### config.mk
export PLATFORM = sky130hd
export DESIGN_NAME = buzzer_arbiter
export DESIGN_NICKNAME = d
export VERILOG_FILES = /design/src/rtl/tamagotchi_pkg.sv /design/src/rtl/buzzer_arbiter_ms_tick_gen.sv /design/src/rtl/buzzer_arbiter.sv
export SDC_FILE = /design/constraint.sdc
export NUM_CORES = 1
export LEC_CHECK = 0
export BUFFER_PORTS_ARGS = -buffer_cell sky130_fd_sc_hd__buf_2
export CAP_MARGIN = 20
export CORE_ASPECT_RATIO = 0.75
export CORE_MARGIN = 2
export CORE_UTILIZATION = 44
export DETAILED_ROUTE_END_ITERATION = 10
export PLACE_DENSITY_LB_ADDON = 0.2
export SLEW_MARGIN = 20
export SYNTH_ARGS = -nofsm -noshare
export SYNTH_HDL_FRONTEND = slang
export SYNTH_SLANG_ARGS = --single-unit
### constraint.sdc
create_clock -name clk -period 3.4 [get_ports clk]
set_input_delay 0.17 -clock clk [delete_from_list [all_inputs] [get_ports clk]]
set_output_delay 0.17 -clock clk [all_outputs]
set_load 0.02 [all_outputs]
### src/rtl/tamagotchi_pkg.sv
// Shared definitions for the buzzer arbiter: source indices, per-source beep
// patterns, tone half-periods and the arbiter FSM encoding.
package tamagotchi_pkg;

  localparam int NUM_SRC = 4;

  typedef enum logic [1:0] {
    SRC_MIC      = 2'd0,
    SRC_FEED     = 2'd1,
    SRC_LOW_STAT = 2'd2,
    SRC_TEST     = 2'd3
  } src_t;

  typedef enum logic [1:0] {
    ST_IDLE     = 2'd0,
    ST_BEEP_ON  = 2'd1,
    ST_BEEP_OFF = 2'd2,
    ST_GUARD    = 2'd3
  } state_t;

  // Element [i] belongs to source i.
  localparam logic [NUM_SRC-1:0][2:0]  BEEP_COUNT = {3'd4, 3'd1, 3'd2, 3'd3};
  localparam logic [NUM_SRC-1:0][15:0] TONE_HALF_DEFAULT =
    {16'd12500, 16'd37500, 16'd50000, 16'd25000};

  function automatic src_t lowest_pending(input logic [NUM_SRC-1:0] p);
    src_t r;
    r = SRC_MIC;
    for (int i = NUM_SRC - 1; i >= 0; i--) begin
      if (p[i]) r = src_t'(2'(i));
    end
    return r;
  endfunction

  function automatic logic [NUM_SRC-1:0] src_onehot(input src_t s);
    return 4'b0001 << s;
  endfunction

endpackage

### src/rtl/buzzer_arbiter_ms_tick_gen.sv
// 1 ms prescaler: one-cycle tick every DIV clocks; clear restarts the count
// so that a tick period always begins at a state entry.
module ms_tick_gen #(
  parameter int DIV = 50000
) (
  input  logic clk,
  input  logic reset_n,
  input  logic clear,
  output logic tick
);

  localparam int W = (DIV > 1) ? $clog2(DIV) : 1;

  logic [W-1:0] cnt_q;

  // Tick must not depend on clear: clear is derived from tick via the FSM.
  assign tick = (cnt_q == W'(DIV - 1));

  always_ff @(posedge clk or negedge reset_n) begin
    if (!reset_n) begin
      cnt_q <= '0;
    end else if (clear || tick) begin
      cnt_q <= '0;
    end else begin
      cnt_q <= cnt_q + W'(1);
    end
  end

endmodule

### src/rtl/buzzer_arbiter.sv
// Arbitrates four alert sources onto one piezo: fixed-priority grant, per-source
// beep count and tone, source 0 preempts active patterns, guard gap after each.
module buzzer_arbiter
  import tamagotchi_pkg::*;
#(
  parameter int MS_DIV   = 50000,
  parameter int ON_MS    = 100,
  parameter int OFF_MS   = 100,
  parameter int GUARD_MS = 200,
  parameter logic [NUM_SRC-1:0][15:0] TONE_HALF = TONE_HALF_DEFAULT
) (
  input  logic               clk,
  input  logic               reset_n,
  input  logic [NUM_SRC-1:0] req,
  input  logic               mute,
  output logic               buzzer,
  output logic [NUM_SRC-1:0] grant,
  output logic               busy,
  output logic [NUM_SRC-1:0] done,
  output state_t             dbg_state
);

  state_t             state_q, state_d;
  src_t               src_q, src_d;
  logic [NUM_SRC-1:0] pending_q, done_q;
  logic [2:0]         beep_cnt_q;
  logic [15:0]        ms_cnt_q, ms_lim, tone_cnt_q;
  logic               tone_q, tick, clear, entry, ms_done;
  logic               preempt, load_beeps, next_beep, complete;

  ms_tick_gen #(.DIV(MS_DIV)) u_ms_tick (
    .clk     (clk),
    .reset_n (reset_n),
    .clear   (clear),
    .tick    (tick)
  );

  always_comb begin
    case (state_q)
      ST_BEEP_ON:  ms_lim = 16'(ON_MS - 1);
      ST_BEEP_OFF: ms_lim = 16'(OFF_MS - 1);
      default:     ms_lim = 16'(GUARD_MS - 1);
    endcase
  end

  assign ms_done = tick && (ms_cnt_q == ms_lim);

  always_comb begin
    state_d    = state_q;
    src_d      = src_q;
    preempt    = 1'b0;
    load_beeps = 1'b0;
    next_beep  = 1'b0;
    complete   = 1'b0;
    case (state_q)
      ST_IDLE: begin
        if (|pending_q) begin
          state_d    = ST_BEEP_ON;
          src_d      = lowest_pending(pending_q);
          load_beeps = 1'b1;
        end
      end
      ST_BEEP_ON, ST_BEEP_OFF: begin
        // The aborted source keeps its pending bit and restarts from beep one.
        if (pending_q[SRC_MIC] && (src_q != SRC_MIC)) begin
          preempt    = 1'b1;
          state_d    = ST_BEEP_ON;
          src_d      = SRC_MIC;
          load_beeps = 1'b1;
        end else if (ms_done) begin
          if (state_q == ST_BEEP_ON) begin
            state_d = ST_BEEP_OFF;
          end else if (beep_cnt_q == 3'd0) begin
            state_d  = ST_GUARD;
            complete = 1'b1;
          end else begin
            state_d   = ST_BEEP_ON;
            next_beep = 1'b1;
          end
        end
      end
      ST_GUARD: begin
        if (ms_done) state_d = ST_IDLE;
      end
      default: state_d = ST_IDLE;
    endcase
  end

  assign entry = (state_d != state_q) || preempt;
  assign clear = entry || (state_q == ST_IDLE);

  always_ff @(posedge clk or negedge reset_n) begin
    if (!reset_n) begin
      state_q    <= ST_IDLE;
      src_q      <= SRC_MIC;
      pending_q  <= '0;
      done_q     <= '0;
      beep_cnt_q <= 3'd0;
      ms_cnt_q   <= 16'd0;
      tone_cnt_q <= 16'd0;
      tone_q     <= 1'b0;
    end else begin
      state_q <= state_d;
      src_q   <= src_d;
      // Clearing wins over a same-cycle request from the finishing source.
      pending_q <= (pending_q | req) & ~(complete ? src_onehot(src_q) : '0);
      done_q    <= complete ? src_onehot(src_q) : '0;

      if (load_beeps) begin
        beep_cnt_q <= BEEP_COUNT[src_d] - 3'd1;
      end else if (next_beep) begin
        beep_cnt_q <= beep_cnt_q - 3'd1;
      end

      if (clear) begin
        ms_cnt_q <= 16'd0;
      end else if (tick) begin
        ms_cnt_q <= ms_cnt_q + 16'd1;
      end

      if ((state_q == ST_BEEP_ON) && !entry) begin
        if (tone_cnt_q == TONE_HALF[src_q] - 16'd1) begin
          tone_cnt_q <= 16'd0;
          tone_q     <= ~tone_q;
        end else begin
          tone_cnt_q <= tone_cnt_q + 16'd1;
        end
      end else begin
        tone_cnt_q <= 16'd0;
        tone_q     <= 1'b0;
      end
    end
  end

  // Mute only gates the pin; the tone generator keeps running.
  assign buzzer    = tone_q & ~mute;
  assign grant     = ((state_q == ST_BEEP_ON) || (state_q == ST_BEEP_OFF)) ?
                     src_onehot(src_q) : '0;
  assign busy      = (state_q != ST_IDLE);
  assign done      = done_q;
  assign dbg_state = state_q;

endmodule

# Word-level counts from Yosys, hierarchy flattened
# Cells that the tools add are included.
[totals]
ff_bits = 64
latch_bits = 0
mem_bits_rw = 0
rom_bits = 0
output_inout_bits = 12
n_memories = 0
[op_classes]
n_addsub = 6
mul = 0
div_mod_pow = 0
magnitude_cmp = 2
eq_ne = 8
shift = 1
muxes = 44
bitwise_logic = 6
n_reduce_logical = 16
[ops]
columns = ["cell", "count"]
rows = [
  ["$mux 16", 6],
  ["$add 16x1->16 const B", 3],
  ["$bmux 16 s2", 1],
  ["$eq 16x16->1", 2],
  ["$mux 2", 12],
  ["$eq 16x16->1 const B", 1],
  ["$sub 16x1->16 const B", 1],
  ["$mux 1", 15],
  ["$mux 3", 3],
  ["$mux 4", 2],
  ["$mux 8", 1],
  ["$reduce_bool 2->1", 4],
  ["$bmux 3 s2", 1],
  ["$lt 2x3->1 const B", 2],
  ["$pmux 2 s3", 1],
  ["$sub 3x1->3 const B", 2],
  ["$and 4x4->4", 1],
  ["$eq 2x2->1 const B", 2],
  ["$logic_or 1x1->1", 4],
  ["$not 4->4", 1],
  ["$or 4x4->4", 1],
  ["$pmux 2 s2", 1],
  ["$reduce_or 4->1", 1],
  ["$shl 1x2->4 const A", 1],
  ["other kinds (11)", 14],
]

# Longest topological paths before layout
[logic_depth]
depth_word = 13
depth_mapped = 13
mapped_depth_nobuf = 12

# Modules after synthesis
# Synthesis repeated with hierarchy kept, for this count alone.
[unflattened]
hier_cells = 368
area_unflattened_um2 = 3601.0
[modules_own_cells]
columns = ["module", "instances", "cells_each", "area_each_um2", "seq_area_each_um2"]
rows = [
  ["buzzer_arbiter", 1, 288, 2808.9, 1201.2],
  ["ms_tick_gen", 1, 80, 792.0, 400.4],
]

# Worst setup path after synthesis
# OpenSTA, ideal clock, no wires.
[synth_timing]
kind = "reg-to-reg"
start = "reg u_ms_tick.cnt_q[4]"
end = "reg u_ms_tick.cnt_q[10]"
setup_time_ns = 0.119
arrival_time_ns = 2.764
setup_slack_ns = 0.516
path_stages_with_launch = 9
path_buffers = 2
period_less_slack_ns = 2.884
cell_sequence = "dfrtp_1 or4_4 or4_4 or4_4 buf_6 o211a_1 o21ai_4 buf_6 nor2_2"
[synth_between]
elab_chain_len = 10
word_cells_on_any_way = 12
cone_classes = "add/sub (1); eq/ne (2); mux (5); reduce/logical (4)"
[synth_rtl]
columns = ["element", "line", "rtl"]
rows = [
  ["start: declaration", "buzzer_arbiter_ms_tick_gen.sv:14", "logic [W-1:0] cnt_q;"],
  ["start signal: assignment", "buzzer_arbiter_ms_tick_gen.sv:25", "cnt_q <= cnt_q + W'(1);"],
  ["$eq 16x16->1", "buzzer_arbiter_ms_tick_gen.sv:17", "assign tick = (cnt_q == W'(DIV - 1));"],
  ["$logic_and 1x1->1", "buzzer_arbiter.sv:46", "assign ms_done = tick && (ms_cnt_q == ms_lim);"],
  ["$mux 2", "buzzer_arbiter.sv:70", "end else if (ms_done) begin"],
  ["$mux 2", "buzzer_arbiter.sv:65", "if (pending_q[SRC_MIC] && (src_q != SRC_MIC)) begin"],
  ["$pmux 2 s3", "buzzer_arbiter.sv:55", "case (state_q)"],
  ["$ne 2x2->1", "buzzer_arbiter.sv:89", "assign entry = (state_d != state_q) || preempt;"],
  ["$logic_or 1x1->1", "buzzer_arbiter.sv:89", ""],
  ["$logic_or 1x1->1", "buzzer_arbiter.sv:90", "assign clear = entry || (state_q == ST_IDLE);"],
  ["$logic_or 1x1->1", "buzzer_arbiter_ms_tick_gen.sv:22", "end else if (clear || tick) begin"],
  ["$mux 16 (*)", "buzzer_arbiter_ms_tick_gen.sv:22", ""],
]
# Mark *: on every way between the ends. The rest lies on a longest branch, timed or not.
# A chain may end at the register's enable or synchronous reset.

# Final worst setup path
[layout_timing]
start = "reg u_ms_tick.cnt_q[4]"
end = "reg ms_cnt_q[8]"
[layout_between]
elab_chain_len = 9
word_cells_on_any_way = 11
cone_classes = "eq/ne (2); mux (5); reduce/logical (4)"
[layout_rtl]
columns = ["element", "line", "rtl"]
rows = [
  ["$eq 16x16->1 (*)", "buzzer_arbiter_ms_tick_gen.sv:17", ""],
  ["$logic_and 1x1->1", "buzzer_arbiter.sv:46", ""],
  ["$mux 2", "buzzer_arbiter.sv:70", ""],
  ["$mux 2", "buzzer_arbiter.sv:65", ""],
  ["$pmux 2 s3", "buzzer_arbiter.sv:55", ""],
  ["$ne 2x2->1", "buzzer_arbiter.sv:89", ""],
  ["$logic_or 1x1->1", "buzzer_arbiter.sv:89", ""],
  ["$logic_or 1x1->1", "buzzer_arbiter.sv:90", ""],
  ["$mux 16 / $reduce_bool 2->1 (equally long branches)", "n/a", ""],
  ["end signal: assignment", "buzzer_arbiter.sv:118", "ms_cnt_q <= ms_cnt_q + 16'd1;"],
  ["end: declaration", "buzzer_arbiter.sv:27", "logic [15:0] ms_cnt_q, ms_lim, tone_cnt_q;"],
]
# Marked as above.

==> out/qor_table.md <==
| Parameter | Reported |
|:---|:---|
| Fin crit share | 0.928 |
| Top cell by count, worst path | sky130_fd_sc_hd__or4_4 |
| Per-cell via count in the routed design | 5.22 |
| Die area | 8990 sq um |
| TritonCTS clock tree | built |
| HPWL Detailed | 5.42 mm |
| Highest achievable clock rate | 0.317 GHz |
| Largest delay contributor family on the critical path | simple AND/OR/NAND/NOR gates |
| Number of CTS-inserted buffers | 9 |
| Antenna violations before repair | 0 |
| Number of hold violations in the final report | 0 |
| Final TNS setup | 0 ns |
| IO Pins | 19 |
| DRC marker count from the first detailed-route iteration | 160 |
| Peak supply drop | 0.308 mV |
| Net load switching power | 0.829 mW |
| Post-CTS Resized | 0 |
| Number of sinks on the clock net | 64 |
| Share of final-layout standard cells stronger than drive strength 1 | 0.176 |
| Crit Path Category | register to register |
| Total standard cell area after synthesis | 3630 sq um |
| Total setup buffers inserted after CTS | 0 |
| Maximum fanout along the worst path | 12 |
| Number of distinct standard cells referenced by the synthesized netlist | 46 |
| CP max stage delay | 0.60 ns |
| Synth async-reset ratio | 1.00 |
| Shortest clock period the worst path allows after layout | 3.16 ns |
| Number of flops mapped to enable cells by yosys | 0 |
| Required time at the endpoint of the critical path | 3.62 ns |
| Wire length of the first global-routing pass | 12.6 mm |
| Post-Synthesis Net Count | 407 |
| Deepest level of the CTS H-tree | 3 |
| Worst slew margin relative to its limit | 0.551 |
| # diodes | 0 |
| Pin count of the biggest net entering global routing | 42 |
| Class of the tightest hold or removal check | primary input to register |
| CTS Buffer Depth | 2 |
| Sum of overflow across all layers after global routing | 0 |
| Synth Area per Inst | 9.37 sq um |
| Outcome | finished clean |
| Core box area | 7950 sq um |
| CP Launch Type | register |
| Critical R2R Launch | u_ms_tick.cnt_q[4] |
| RSZ-0062 raised after global routing | false |
| Combinational power share | 0.317 |
| Most frequent cell after synthesis | sky130_fd_sc_hd__dfrtp_1 |
| Cell at the root of the clock tree | sky130_fd_sc_hd__clkbuf_8 |
| Final count of pins violating max slew | 0 |
| Biggest area contributors in the synthesized netlist | sky130_fd_sc_hd__dfrtp_1 (44%), sky130_fd_sc_hd__nor2_1 (5.9%), sky130_fd_sc_hd__xor2_1 (5.6%) |
| Yosys synthesis warning count | 0 |
| Setup Skew | 0.00900 ns |
| Min-delay src | req[1] |
| Number of instances in the synthesized netlist | 387 |
| Capturing element type of the critical path | register |
| Arrival time of data at the critical path endpoint | 3.38 ns |
| Final weighted congestion of routability-driven global placement | 0.915 |
| Std-Cell Rows | 28 |
| Post-route insts no fill | 532 |
| Switching share of power | 0.361 |
| Dpl cell area | 3880 sq um |
| Max Cap Violations | 0 |
| Top_reg_cell synth | sky130_fd_sc_hd__dfrtp_1 |
| Number of setup violations in the final report | 0 |
| Effective utilization at floorplan | 0.456 |
| Actual slew at the worst max-slew pin | 0.667 ns |
| FF+latch count, synth | 64 |
| Router iterations before antenna repair | 5 |
| Cell accounting for the most synthesized area | sky130_fd_sc_hd__dfrtp_1 |
| Fraction of the yosys area taken by sequential cells | 0.442 |
| Total leakage power | 1.67 nW |
| Total Power Consumption | 2.30 mW |
| Dpl cells | 514 |
| GR Util All Layers | 0.183 |
| Width of the die | 109 um |
| Crit path buffers/inverters | 1 |
| Vertical extent of the die | 82.6 um |
| Number of I/O port buffers | 18 |
| Total internal power | 1.47 mW |
| Total Nets Final | 442 |
| Launching instance or port of the critical path | u_ms_tick.cnt_q[4] |
| DRT antenna net count | 0 |
| DRC violations left | 0 |
| Highest-delay cell along the critical path | sky130_fd_sc_hd__or4_4 |
| List of cells traversed by the critical path | or4_4 > or4_4 > or4_4 > o211a_1 > o21ai_4 > buf_4 > nor2_1 |
| Share of power burned in registers | 0.371 |
| Power density over the cells | 558 nW/um^2 |
| Part of the total power dissipated in the clock network | 0.312 |
| Clock network latency to the later pin of the worst-skew pair | 0.34 ns |
| Total wire length after detailed routing | 7.53 mm |
| Most numerous cell types in the synthesized netlist | sky130_fd_sc_hd__dfrtp_1 (64), sky130_fd_sc_hd__nor2_1 (57), sky130_fd_sc_hd__nand2_1 (25), sky130_fd_sc_hd__nand3_1 (25), sky130_fd_sc_hd__xor2_1 (23) |
| Area growth, synth to finish | 13.5% |
| Routed wire length per instance | 14.2 um |
| Via count of the first global-routing pass | 2588 |
| Number of vias after detailed routing | 2779 |
| Synth top area share | 0.442 |
| Clock transition time at the flip-flop clock pins of the worst setup and hold paths | 0.07 ns |
| Post-route cell area | 4120 sq um |
==> repair_timing <==
item / in CTS / in global routing
endpoints found under the setup margin: 0 / 0
hold buffers: 1 / 0
endpoints found under the hold margin: 23 / 0
==> worst reg2reg max path, cell delays in order (launching register included) <==
cell	delay, ns
sky130_fd_sc_hd__dfrtp_1	0.42
sky130_fd_sc_hd__or4_4	0.56
sky130_fd_sc_hd__or4_4	0.52
sky130_fd_sc_hd__or4_4	0.60
sky130_fd_sc_hd__o211a_1	0.22
sky130_fd_sc_hd__o21ai_4	0.40
sky130_fd_sc_hd__buf_4	0.27
sky130_fd_sc_hd__nor2_1	0.06
==> layout make-up <==
class	count	area (sq um)
fillers	744	3840
well taps	105	131
multi-input cells	300	1920
flip-flops and latches	64	1600
repair buffers	30	183
inverters	17	63.8
clock inverters	7	96.3
clock buffers	9	124
==> routing by layer <==
layer	share of wire	GRT usage	vias up
li1	-	-	1399
met1	0.54	0.276	1318
met2	0.42	0.262	58
met3	0.039	0.0487	4
met4	0.0058	0.0397	0
met5	0	0	-
==> state kept, by name, summed over array words and instances, names as in the netlist, 2 cells and up <==
register,cells
pending_q,4
src_q,2
ms_cnt_q,16
beep_cnt_q,3
u_ms_tick.cnt_q,16
tone_cnt_q,16
done,4
dbg_state,2
==> metrics by stage <==
| stage | hold slack (ns) | worst slack [ns] | utilization |
|---|---|---|---|
| after floorplan | -0.126 | 0.516 | - |
| after global placement | 0.183 | 0.311 | 0.488 |
| after detailed placement | 0.186 | 0.255 | 0.488 |
| after CTS | 0.0333 | 0.244 | 0.517 |
| after global routing | 0.0429 | 0.138 | 0.518 |
| final | 0.0435 | 0.244 | 0.518 |
==> power by group through the flow <==
stage,logic [mW],registers (mW),clock network (mW)
2_1_floorplan,0.536,0.870,0
6_report,0.729,0.851,0.716
4_1_cts,0.716,0.851,0.736
5_1_grt,0.809,0.858,0.768
3_3_place_gp,0.700,0.864,0
3_5_place_dp,0.713,0.866,0
==> placed cells by master, fill, tap and decap left out, types with 2 or more instances in the layout <==
master | Yosys | final
sky130_fd_sc_hd__clkinv_4 | 0 | 3
sky130_fd_sc_hd__or3_1 | 8 | 8
sky130_fd_sc_hd__inv_1 | 17 | 17
sky130_fd_sc_hd__bufinv_16 | 0 | 2
sky130_fd_sc_hd__nor2_1 | 57 | 57
sky130_fd_sc_hd__a21oi_1 | 8 | 8
sky130_fd_sc_hd__nor4bb_1 | 2 | 2
sky130_fd_sc_hd__o21ai_0 | 9 | 9
sky130_fd_sc_hd__o211ai_1 | 2 | 2
sky130_fd_sc_hd__or4_1 | 3 | 3
sky130_fd_sc_hd__clkinv_2 | 0 | 2
sky130_fd_sc_hd__nor4_1 | 6 | 6
sky130_fd_sc_hd__nor4b_1 | 2 | 2
sky130_fd_sc_hd__o22ai_1 | 2 | 2
sky130_fd_sc_hd__nand3_1 | 25 | 25
sky130_fd_sc_hd__buf_4 | 0 | 11
sky130_fd_sc_hd__or4_4 | 3 | 3
sky130_fd_sc_hd__buf_2 | 0 | 18
sky130_fd_sc_hd__nor2b_1 | 4 | 4
sky130_fd_sc_hd__and3_1 | 6 | 6
sky130_fd_sc_hd__clkbuf_8 | 0 | 9
sky130_fd_sc_hd__mux2i_1 | 2 | 2
sky130_fd_sc_hd__nor3_1 | 17 | 17
sky130_fd_sc_hd__dfrtp_1 | 64 | 64
sky130_fd_sc_hd__ha_1 | 13 | 13
sky130_fd_sc_hd__xnor2_1 | 21 | 21
sky130_fd_sc_hd__nor2_2 | 19 | 19
sky130_fd_sc_hd__nand4b_1 | 2 | 2
sky130_fd_sc_hd__nand2b_1 | 7 | 7
sky130_fd_sc_hd__nand2_1 | 25 | 25
sky130_fd_sc_hd__or2_2 | 3 | 3
sky130_fd_sc_hd__and2_1 | 5 | 5
sky130_fd_sc_hd__nand4_1 | 9 | 9
sky130_fd_sc_hd__o2111ai_1 | 2 | 2
sky130_fd_sc_hd__xor2_1 | 23 | 23
==> worst paths after layout <==
path                            slack, ns  cells after the start                 end
worst max-delay path                 0.24                      7         ms_cnt_q[8]
worst min-delay path                 0.04                      3        pending_q[1]
worst max register to register       0.24                      7         ms_cnt_q[8]
worst min register to register       0.49                      1  u_ms_tick.cnt_q[0]
max in group asynchronous            2.13                      3      tone_cnt_q[15]
min in group asynchronous            0.35                      2  u_ms_tick.cnt_q[6]
==> logic make-up (layout without fill, tap and decap cells) <==
kind of cell | after synthesis | count (layout) | synth area share
AND/OR/NAND/NOR | 206 | 206 | 0.297
adder cells (fa/ha/maj) | 13 | 13 | 0.0448
multiplexers | 2 | 2 | 0.00552
AO/OA/AOI/OAI | 35 | 35 | 0.0745
buffers and inverters | 23 | 63 | 0.0300
flip-flops | 64 | 64 | 0.442
XOR/XNOR | 44 | 44 | 0.106
Power figures use the tool's default switching activity.
